**src/rtl/lane_sel_pkg.sv**
```systemverilog
// Shared constants and helpers for the lane selector pipeline.
package lane_sel_pkg;

  // Default geometry of the selector.
  localparam int LANE_W_DEF    = 4;
  localparam int IN_LANES_DEF  = 8;
  localparam int OUT_LANES_DEF = 4;
  localparam int CNT_W_DEF     = 16;

  // Values of one CFG_SEL bit: which source word feeds an output lane.
  localparam logic SEL_SRC_A = 1'b0;
  localparam logic SEL_SRC_B = 1'b1;

  // Width of a lane index field; never narrower than one bit so a
  // single-lane input still has a legal field.
  function automatic int idx_width(input int n_lanes);
    if (n_lanes <= 2) begin
      return 1;
    end
    return $clog2(n_lanes);
  endfunction

endpackage

```
**src/rtl/lane_sel_fifo2.sv**
```systemverilog
// Two-entry circular buffer with valid/ready on both sides.
//
// Handshake: a transfer happens on a rising edge where valid && ready are
// both high on that side. o_ready depends only on the stored count, never
// on i_ready, so the upstream ready has no combinational path from
// downstream. Once o_valid is high, o_valid and o_data hold until the
// entry is taken. o_data is registered and keeps its last value while
// the buffer is empty.
module lane_sel_fifo2
  import lane_sel_pkg::*;
#(
  parameter int WIDTH = 16
) (
  input  logic             i_clk,
  input  logic             i_rst,
  input  logic             i_valid,
  output logic             o_ready,
  input  logic [WIDTH-1:0] i_data,
  output logic             o_valid,
  input  logic             i_ready,
  output logic [WIDTH-1:0] o_data
);

  logic [WIDTH-1:0] r_mem [2];
  logic             r_wr_ptr;
  logic             r_rd_ptr;
  logic [1:0]       r_count;
  logic [WIDTH-1:0] r_dout;

  logic             w_push;
  logic             w_pop;
  logic             w_rd_ptr_nxt;
  logic [1:0]       w_count_nxt;
  logic [WIDTH-1:0] w_head_nxt;

  assign w_push       = i_valid && (r_count != 2'd2);
  assign w_pop        = i_ready && (r_count != 2'd0);
  assign w_rd_ptr_nxt = r_rd_ptr ^ w_pop;

  // Occupancy after this edge; push+pop together leaves it unchanged.
  always_comb begin
    w_count_nxt = r_count;
    unique case ({w_push, w_pop})
      2'b10:   w_count_nxt = r_count + 2'd1;
      2'b01:   w_count_nxt = r_count - 2'd1;
      default: w_count_nxt = r_count;
    endcase
  end

  // Head after this edge: the entry being written now if it lands in
  // the slot the read pointer will point at, otherwise stored data.
  always_comb begin
    w_head_nxt = r_mem[w_rd_ptr_nxt];
    if (w_push && (r_wr_ptr == w_rd_ptr_nxt)) begin
      w_head_nxt = i_data;
    end
  end

  // Storage, pointers, count and registered head.
  always_ff @(posedge i_clk) begin
    if (i_rst) begin
      r_mem[0] <= '0;
      r_mem[1] <= '0;
      r_wr_ptr <= 1'b0;
      r_rd_ptr <= 1'b0;
      r_count  <= 2'd0;
      r_dout   <= '0;
    end else begin
      if (w_push) begin
        r_mem[r_wr_ptr] <= i_data;
        r_wr_ptr        <= ~r_wr_ptr;
      end
      r_rd_ptr <= w_rd_ptr_nxt;
      r_count  <= w_count_nxt;
      if (w_count_nxt != 2'd0) begin
        r_dout <= w_head_nxt;
      end
    end
  end

  assign o_ready = (r_count != 2'd2);
  assign o_valid = (r_count != 2'd0);
  assign o_data  = r_dout;

endmodule

```
**src/rtl/lane_selector_pipe.sv**
```systemverilog
// Configurable lane selector: each output lane picks one lane from DATA_A
// or DATA_B through registered config, with per-lane zero masking, a
// two-entry output buffer and a count of delivered beats.
module lane_selector_pipe
  import lane_sel_pkg::*;
#(
  parameter int LANE_W    = LANE_W_DEF,
  parameter int IN_LANES  = IN_LANES_DEF,
  parameter int OUT_LANES = OUT_LANES_DEF,
  parameter int IDX_W     = idx_width(IN_LANES),
  parameter int CNT_W     = CNT_W_DEF
) (
  input  logic                        CLK,
  input  logic                        RESET,
  input  logic                        CFG_WE,
  input  logic [OUT_LANES*IDX_W-1:0]  CFG_SEL_A,
  input  logic [OUT_LANES*IDX_W-1:0]  CFG_SEL_B,
  input  logic [OUT_LANES-1:0]        CFG_SEL,
  input  logic [OUT_LANES-1:0]        CFG_LANE_EN,
  input  logic                        IN_VALID,
  output logic                        IN_READY,
  input  logic [IN_LANES*LANE_W-1:0]  DATA_A,
  input  logic [IN_LANES*LANE_W-1:0]  DATA_B,
  output logic                        OUT_VALID,
  input  logic                        OUT_READY,
  output logic [OUT_LANES*LANE_W-1:0] OUT_DATA,
  output logic [CNT_W-1:0]            BEAT_CNT
);

  logic [OUT_LANES*IDX_W-1:0]  r_sel_a;
  logic [OUT_LANES*IDX_W-1:0]  r_sel_b;
  logic [OUT_LANES-1:0]        r_sel;
  logic [OUT_LANES-1:0]        r_lane_en;
  logic [CNT_W-1:0]            r_beat_cnt;

  logic [OUT_LANES*LANE_W-1:0] w_sel_word;
  logic                        w_in_ready;
  logic                        w_out_valid;
  logic                        w_out_fire;

  // Config registers; a beat accepted on the same edge as CFG_WE still
  // sees the old values because the mux reads only these registers.
  always_ff @(posedge CLK) begin
    if (RESET) begin
      r_sel_a   <= '0;
      r_sel_b   <= '0;
      r_sel     <= '0;
      r_lane_en <= '0;
    end else if (CFG_WE) begin
      r_sel_a   <= CFG_SEL_A;
      r_sel_b   <= CFG_SEL_B;
      r_sel     <= CFG_SEL;
      r_lane_en <= CFG_LANE_EN;
    end
  end

  // One mux per output lane. The index is compared against every real
  // input lane, so an index past the last lane matches nothing and the
  // lane reads zero.
  for (genvar k = 0; k < OUT_LANES; k++) begin : g_lane
    logic                       w_use_b;
    logic [IDX_W-1:0]           w_idx;
    logic [IN_LANES*LANE_W-1:0] w_src;
    logic [LANE_W-1:0]          w_lane;

    assign w_use_b = (r_sel[k] == SEL_SRC_B);
    assign w_idx   = w_use_b ? r_sel_b[k*IDX_W +: IDX_W]
                             : r_sel_a[k*IDX_W +: IDX_W];
    assign w_src   = w_use_b ? DATA_B : DATA_A;

    // Pick the indexed lane of the chosen source, or zero if masked.
    always_comb begin
      w_lane = '0;
      if (r_lane_en[k]) begin
        for (int j = 0; j < IN_LANES; j++) begin
          if (w_idx == IDX_W'(j)) begin
            w_lane = w_src[j*LANE_W +: LANE_W];
          end
        end
      end
    end

    assign w_sel_word[k*LANE_W +: LANE_W] = w_lane;
  end

  lane_sel_fifo2 #(
    .WIDTH (OUT_LANES*LANE_W)
  ) u_fifo (
    .i_clk   (CLK),
    .i_rst   (RESET),
    .i_valid (IN_VALID),
    .o_ready (w_in_ready),
    .i_data  (w_sel_word),
    .o_valid (w_out_valid),
    .i_ready (OUT_READY),
    .o_data  (OUT_DATA)
  );

  assign w_out_fire = w_out_valid && OUT_READY;

  // Delivered-beat counter; wraps naturally at its width.
  always_ff @(posedge CLK) begin
    if (RESET) begin
      r_beat_cnt <= '0;
    end else if (w_out_fire) begin
      r_beat_cnt <= r_beat_cnt + 1'b1;
    end
  end

  assign IN_READY  = w_in_ready;
  assign OUT_VALID = w_out_valid;
  assign BEAT_CNT  = r_beat_cnt;

endmodule

```
**config.mk**
```make
export PLATFORM = sky130hd
export DESIGN_NAME = lane_selector_pipe
export DESIGN_NICKNAME = d
export VERILOG_FILES = /design/src/rtl/lane_sel_pkg.sv /design/src/rtl/lane_sel_fifo2.sv /design/src/rtl/lane_selector_pipe.sv
export SDC_FILE = /design/constraint.sdc
export NUM_CORES = 1
export LEC_CHECK = 0
export BUFFER_PORTS_ARGS = -buffer_cell sky130_fd_sc_hd__buf_2
export CAP_MARGIN = 20
export CORE_MARGIN = 2
export CORE_UTILIZATION = 50
export DETAILED_ROUTE_END_ITERATION = 16
export PLACE_DENSITY = 0.73
export RECOVER_POWER = 25
export SETUP_SLACK_MARGIN = 0.02
export SLEW_MARGIN = 0
export SYNTH_ARGS = -nofsm -noshare
export SYNTH_HDL_FRONTEND = slang
export SYNTH_SLANG_ARGS = --single-unit
```
**constraint.sdc**
```tcl
create_clock -name CLK -period 2.8 [get_ports CLK]
set_input_delay 0.56 -clock CLK [delete_from_list [all_inputs] [get_ports CLK]]
set_output_delay 0.56 -clock CLK [all_outputs]
set_load 0.1 [all_outputs]
```
==> impl_metrics.toml, run 1 <==
[sta]
worst_slew_pin_slew_ns = 1.38
relSlewSlack_pct = 8.20
worst_clock_skew_ns = 0.0104
timing.final.crit_period_ns = 2.56
finalMaxSlewViolations = 0
fmax_mhz = 391
fin_crit_sh_pct = 91.4
rsz0062_at_grt = "false"
setup_slack_ns = 0.240
setup_violations = 0
hold_viol_final = 0
setup-tns-final_ns = 0

[yosys]
synth_area_leaders = "dfxtp_1 (19%), mux2i_1 (19%), edfxtp_1 (14%)"
ys_seq_area_share_pct = 33.1
syn_inst = 790
synth-edff-count = 32
synthFlopType = "dfxtp_1"
syn_nets = 893
yosysTopAreaCellShare_pct = 19.4
syn-cell-area_um2 = 7020
yosysWarnings = 0
yosysTopAreaCell = "dfxtp_1"
synth_cell_types = 64
synth.avg_cell_area_um2 = 8.89
postSynth.asyncResetShare_pct = 0
synth-seq-cells = 100

[power]
ir_worst_vdd_v = 0.000382
p_leak_nw = 3.29
powerDensity_nw_per_um2 = 666

[cts]
postCtsSetupBuffers = 0
htree_levels = 3
clockRootBuffer = "clkbuf_16"
clock-sinks = 100
cts_made_buffers = 9
path_clk_slew_ns = 0.08
clkLatencyLatePin_ns = 0.36
cts_tree = "yes"
clk_path_buf_depth = 2
hold_buffers = 0
cts_resized = 0

[grt]
globalRouteOverflowTotal = 0
grt_use_total_pct = 30.7
grt_pass1_wl_um = 35100
first_global_vias = 6376
grt_max_degree = 63
antenna_found_initial = 0

[layout]
final_common_cell = "mux2i_1"
mostFrequentLayoutCells = "mux2i_1 (134), buf_2 (133), nor2_1 (98)"
diodes = 0
drive_gt1_share_pct = 24.0
nets = 1015
area_growth_pct = 17.0
final_util_pct = 59.6
fin_cells = 1097

[route]
drc = 0
vias = 6938
wl_per_cell_um = 20.9
drtIter0Drc = 679
routed_via_density = 6.32
drtAntennaViolNets = 0
wirelength_um = 22900
firstDrtPassIters = 6

[floorplanning]
die_h_um = 122
die_w_um = 122
die-area_um2 = 15000
ios = 135
row_count = 43
start_util_pct = 51.0
core_um2 = 13800

[worst_setup_path]
worstPathArrival_ns = 2.83
crit_path_start_kind = "register"
cp-end-kind = "register"
required_ns = 3.07
cp_max_fo = 34
slowest_stage = "mux2i_1"
critical-path-max-stage-delay_ns = 0.59
path_buf_inv = 2
crit_type = "reg -> reg"
rrSetupSlack_ns = 0.24
path_cells = "buf_4, mux2i_1, o211ai_1, a221oi_1, buf_4, o211ai_1, a21oi_1"
reg2reg_from = "r_sel[2]"
crit_family = "compound AO/OA/AOI/OAI gates"
setup.worst_path.start = "r_sel[2]"

[placement]
dpl.cell_count = 1081
dp.final_hpwl_um = 17300
numPortBuffers = 134
gp_congestion = 1.02
pre_cts_ws_ns = 0.371

[worst_hold_path]
min-delay-start = "CFG_SEL_A[1]"
hold_class = "in -> reg"

[flow_run]
maxCapViolCount = 0

[outcome]
outcome = "completed"
per-layer routing:
metal | up-vias | part of all wire (%) | global-route usage (%)
li1 | 3219 | - | -
met1 | 3211 | 43 | 41.7
met2 | 417 | 43 | 45.7
met3 | 89 | 9.3 | 6.74
met4 | 2 | 4.7 | 15.7
met5 | - | 0.16 | 2.08
kinds of logic after synthesis:
logic type      count (synthesis)  share of synthesized area [%]
mux                           157                           23.2
simple gates                  259                           18.6
flops                         100                           33.1
buf+inv                        73                           4.35
compound gates                183                           18.4
fa+ha+maj                       2                          0.356
xor+xnor                       16                           2.10
worst min-delay path: cells and delay by family:
kind / cells / cell delay [ns]
muxes: 1 / 0.05
buffers and inverters: 1 / 0.07
and+or+nand+nor: 1 / 0.07
synth_stat cells, types with 10 or more instances:
cell type / count
o211ai_1: 10
nor2b_1: 21
dfxtp_1: 68
edfxtp_1: 32
a211oi_1: 13
o21ai_0: 24
xor2_1: 12
nor3_1: 10
buf_2: 19
clkbuf_1: 29
mux2i_1: 134
nand2b_1: 13
nor2_1: 98
mux2_2: 20
nand3b_1: 11
nand2_1: 36
inv_1: 16
nand3_1: 21
a21oi_1: 40
o2111ai_1: 10
power by group:
group	switching, mW	leakage [nW]	internal [mW]
sequential	0.159	0.898	1.70
combinational	1.69	2.25	0.713
clock	0.579	0.140	0.631
total	2.43	3.29	3.04
through the flow:
| step | total power, mW | instance area [um2] | hold WS (ns) |
|---|---|---|---|
| 6_report | 5.47 | 8210 | 0.430 |
| 5_1_grt | 5.71 | 8210 | 0.446 |
| 4_1_cts | 5.47 | 8220 | 0.433 |
| 3_5_place_dp | 4.27 | 7940 | 0.448 |
| 3_3_place_gp | 4.24 | 7940 | 0.438 |
| 2_1_floorplan | 3.66 | 7020 | 0.460 |
state kept, by name, indices dropped and copies added, names as in the netlist, 2 cells and up:
register,flops
u_fifo.r_mem,32
BEAT_CNT,16
u_fifo.o_data,16
r_sel_a,12
r_sel_b,12
r_lane_en,4
r_sel,4
u_fifo.r_count,2
final timing paths:
path                        to  depth (start not counted)
max           u_fifo.o_data[8]                          7
min                 r_sel_a[1]                          3
max reg2reg   u_fifo.o_data[8]                          7
min reg2reg  u_fifo.o_data[10]                          2
cell type report:
class                   count  area, um2
fillers                  1277       5560
well taps                 180        225
inverters                  16       60.1
multi-input cells         617       4400
clock buffers              11        243
repair buffers            168        931
flip-flops and latches    100       2320
clock inverters             5       36.3
No activity file was read; power rests on OpenSTA's default activity.
==> run 2, diff against run 1 <==
Settings changed: REMOVE_ABC_BUFFERS set to 1.
==> impl_metrics.toml, run 2 (synthesis gave the netlist of run 1 again) <==
[outcome]
outcome = "completed"

[sta]
rsz0062_at_grt = "false"
setup_violations = 0
fmax_mhz = 410
finalMaxSlewViolations = 0
relSlewSlack_pct = 14.2
worst_clock_skew_ns = 0.0111
fin_crit_sh_pct = 87.2
timing.final.crit_period_ns = 2.44
hold_viol_final = 0
worst_slew_pin_slew_ns = 1.29
holdWs_ns = 0.431

[worst_setup_path]
rrSetupSlack_ns = 0.36
cp_max_fo = 28
cp-end-kind = "register"
reg2reg_from = "r_sel[3]"
reg2regPathDepth = 6
required_ns = 2.90
crit_type = "reg -> reg"
worstPathArrival_ns = 2.54
critPathCapture = "u_fifo.r_mem[1][14]"
crit_path_start_kind = "register"
r2r-end = "u_fifo.r_mem[1][14]"
setup.worst_path.start = "r_sel[3]"

[route]
routed_via_density = 6.24
wl_per_cell_um = 20.9
firstDrtPassIters = 5
drtAntennaViolNets = 0
vias = 6829
drc = 0
drtIter0Drc = 761
wirelength_um = 22800

[cts]
clock-sinks = 100
hold_buffers = 0
htree_levels = 3
postCtsSetupBuffers = 0
clk_path_buf_depth = 2
cts_made_buffers = 9
cts_tree = "yes"
cts_resized = 0
clockRootBuffer = "clkbuf_16"
path_clk_slew_ns = 0.07
clkLatencyLatePin_ns = 0.36

[layout]
fin_cells = 1095
mostFrequentLayoutCells = "mux2i_1 (134), buf_2 (133), nor2_1 (98)"
drive_gt1_share_pct = 23.8
postLayoutCellArea_um2 = 8190
final_util_pct = 59.5
final_common_cell = "mux2i_1"
largest_register_ffs = 32
regMostFlops = "u_fifo.r_mem"
diodes = 0
area_growth_pct = 16.7
nets = 1013

[placement]
gp_congestion = 0.993
placed_cell_area_um2 = 7910
numPortBuffers = 134
dpl.cell_count = 1079
dp.final_hpwl_um = 17100

[grt]
antenna_found_initial = 0
globalRouteOverflowTotal = 0
grt_pass1_wl_um = 34600
grt_use_total_pct = 30.6
first_global_vias = 6262
grt_max_degree = 63

[power]
p_leak_nw = 3.28
ir_worst_vdd_v = 0.000403
powerDensity_nw_per_um2 = 666

[floorplanning]
row_count = 43
die_h_um = 122
core_um2 = 13800
die_w_um = 122
die-area_um2 = 15000
start_util_pct = 51.0
ios = 135

[worst_hold_path]
min_path_cells = 3
hold_class = "in -> reg"

[flow_run]
maxCapViolCount = 0
[run 2: layout make-up]
class	count	area [um2]
Tap cell	180	225
Sequential cell	100	2320
Inverter	16	60.1
Timing Repair Buffer	166	903
Clock inverter	5	45.0
Fill cell	1277	5580
Multi-Input combinational cell	617	4390
Clock buffer	11	243
[run 2: worst min-delay path by stage]
stage                     startpoint                to  slack [ns]
finish                  CFG_SEL_B[3]        r_sel_b[3]        0.43
global route            CFG_SEL_A[0]        r_sel_a[0]        0.43
CTS                     CFG_SEL_B[3]        r_sel_b[3]        0.42
detailed placement  u_fifo.o_data[7]  u_fifo.o_data[7]        0.45
global placement    u_fifo.o_data[8]  u_fifo.o_data[8]        0.44
floorplan               r_lane_en[2]      r_lane_en[2]        0.46
[run 2: metal layers]
metal / track usage, % / share of wire (%)
met1: 42.8 / 43
met2: 44.1 / 42
met3: 8.27 / 11
met4: 13.5 / 3.9
met5: 0 / 0
[run 2: per-stage QoR]
step	total power [mW]	TNS, ns	setup slack, ns
2_1_floorplan	3.59	-14.07	-0.703
3_3_place_gp	4.21	0	0.381
3_5_place_dp	4.23	0	0.354
4_1_cts	5.46	0	0.420
5_1_grt	5.71	0	0.189
6_report	5.46	0	0.358
[run 2: where the power goes]
part	leakage (nW)	internal [mW]	switching [mW]	total, mW
Clock	0.139	0.643	0.594	1.24
Combinational	2.24	0.690	1.68	2.37
Sequential	0.899	1.70	0.159	1.85
Total	3.28	3.03	2.43	5.46
[run 2: worst max-delay path, stage by stage (launching register included)]
cell and delay (ns):
dfxtp_2 0.51, buf_4 0.43, mux2_2 0.45, nand2_1 0.14, o22ai_1 0.10, a32oi_1 0.46, nor2_1 0.08
==> run 3, diff against run 2 <==
Settings changed: CORE_UTILIZATION 50 to 45, PLACE_DENSITY 0.73 to 0.67.
==> impl_metrics.toml, run 3 (synthesis gave the netlist of run 1 again) <==
[placement]
dp.final_hpwl_um = 17400
pre_cts_ws_ns = 0.294
numPortBuffers = 134
gp_congestion = 0.983
dpl.cell_count = 1087

[worst_setup_path]
cp-end-kind = "register"
cp_max_fo = 24
crit_path_start_kind = "register"
crit_type = "reg -> reg"
required_ns = 3.10
worstPathArrival_ns = 2.76

[route]
routed_via_density = 6.13
drtIter0Drc = 716
wl_per_cell_um = 20.9
drc = 0
vias = 6760
wirelength_um = 23100
drtAntennaViolNets = 0
firstDrtPassIters = 5

[layout]
nets = 1013
mostFrequentLayoutCells = "mux2i_1 (134), buf_2 (133), nor2_1 (98)"
diodes = 0
largest_register_ffs = 32
drive_gt1_share_pct = 23.8
multi_input_comb_area_um2 = 4390
area_growth_pct = 16.7
regMostFlops = "u_fifo.r_mem"
final-seq-area_um2 = 2320
fin_cells = 1103
final_common_cell = "mux2i_1"
fillCellCount = 1456

[grt]
grt_max_degree = 63
first_global_vias = 6453
antenna_found_initial = 0
grt_use_total_pct = 28.0
globalRouteOverflowTotal = 0
grt_pass1_wl_um = 35600

[cts]
clk_path_buf_depth = 2
clock-sinks = 100
clkLatencyLatePin_ns = 0.36
cts_resized = 0
cts_tree = "yes"
htree_levels = 3
path_clk_slew_ns = 0.07
postCtsSetupBuffers = 0
hold_buffers = 0
clockRootBuffer = "clkbuf_16"
cts_made_buffers = 9

[sta]
finalMaxSlewViolations = 0
timing.final.crit_period_ns = 2.46
fin_crit_sh_pct = 87.7
relSlewSlack_pct = 12.4
fmax_mhz = 407
worst_clock_skew_ns = 0.00730
rsz0062_at_grt = "false"
holdWs_ns = 0.425
setup_slack_ns = 0.344
setup_violations = 0
worst_slew_pin_slew_ns = 1.31
hold_viol_final = 0

[power]
powerDensity_nw_per_um2 = 664
p_leak_nw = 3.28
ir_worst_vdd_v = 0.000523

[floorplanning]
row_count = 45
core_um2 = 15200
ios = 135
start_util_pct = 46.2
die-area_um2 = 16600
die_w_um = 129
die_h_um = 129

[flow_run]
maxCapViolCount = 0

[worst_hold_path]
hold_class = "in -> reg"

[outcome]
outcome = "completed"
==> run 3: final cells by class <==
cell class,instances,share of cell area (%)
clock buffers,10,2.79
inverters,16,0.733
well taps,188,2.87
clock inverters,6,0.580
flip-flops and latches,100,28.4
repair buffers,166,11.0
multi-input cells,617,53.6
==> run 3: where the power goes <==
group          internal [mW]  switching, mW  total (mW)
Sequential              1.70          0.160        1.86
Combinational          0.690           1.68        2.37
Clock                  0.615          0.598        1.21
==> run 3: path summary, 6_finish.rpt <==
check	from	end	slack, ns	depth (start not counted)
hold / removal	CFG_SEL[3]	r_sel[3]	0.43	3
setup / recovery	u_fifo.r_count[0]	u_fifo.o_data[7]	0.34	10
hold reg to reg	u_fifo.o_data[4]	u_fifo.o_data[4]	0.45	2
setup reg to reg	u_fifo.r_count[0]	u_fifo.o_data[7]	0.34	10
==> run 3: stage by stage <==
stage / setup TNS (ns) / power, mW / util, % / cell area (um2)
final: 0 / 5.44 / 53.9 / 8190
after global routing: 0 / 5.70 / 53.9 / 8190
after CTS: 0 / 5.45 / 53.9 / 8200
after detailed placement: 0 / 4.24 / 52.1 / 7920
after global placement: 0 / 4.22 / 52.1 / 7920
after floorplan: -14.07 / 3.59 / - / 6780
==> run 3: metal layers <==
| layer | track usage (%) | wire length [um] | vias to the layer above |
|---|---|---|---|
| li1 | - | - | 3215 |
| met1 | 37.5 | 10100 | 3166 |
| met2 | 42.6 | 10200 | 318 |
| met3 | 7.69 | 1940 | 61 |
| met4 | 12.2 | 864 | 0 |
| met5 | 0 | 0 | - |
==> run 3: critical path, cell delays in order (launching register included) <==
cell and delay [ns]:
dfxtp_1 0.42, nand2b_1 0.19, nand2_1 0.11, ha_1 0.32, nor2b_1 0.16, a21oi_1 0.16, o21ai_1 0.08, buf_4 0.22
nor2_1 0.37, o2111ai_1 0.26, nand2_1 0.11
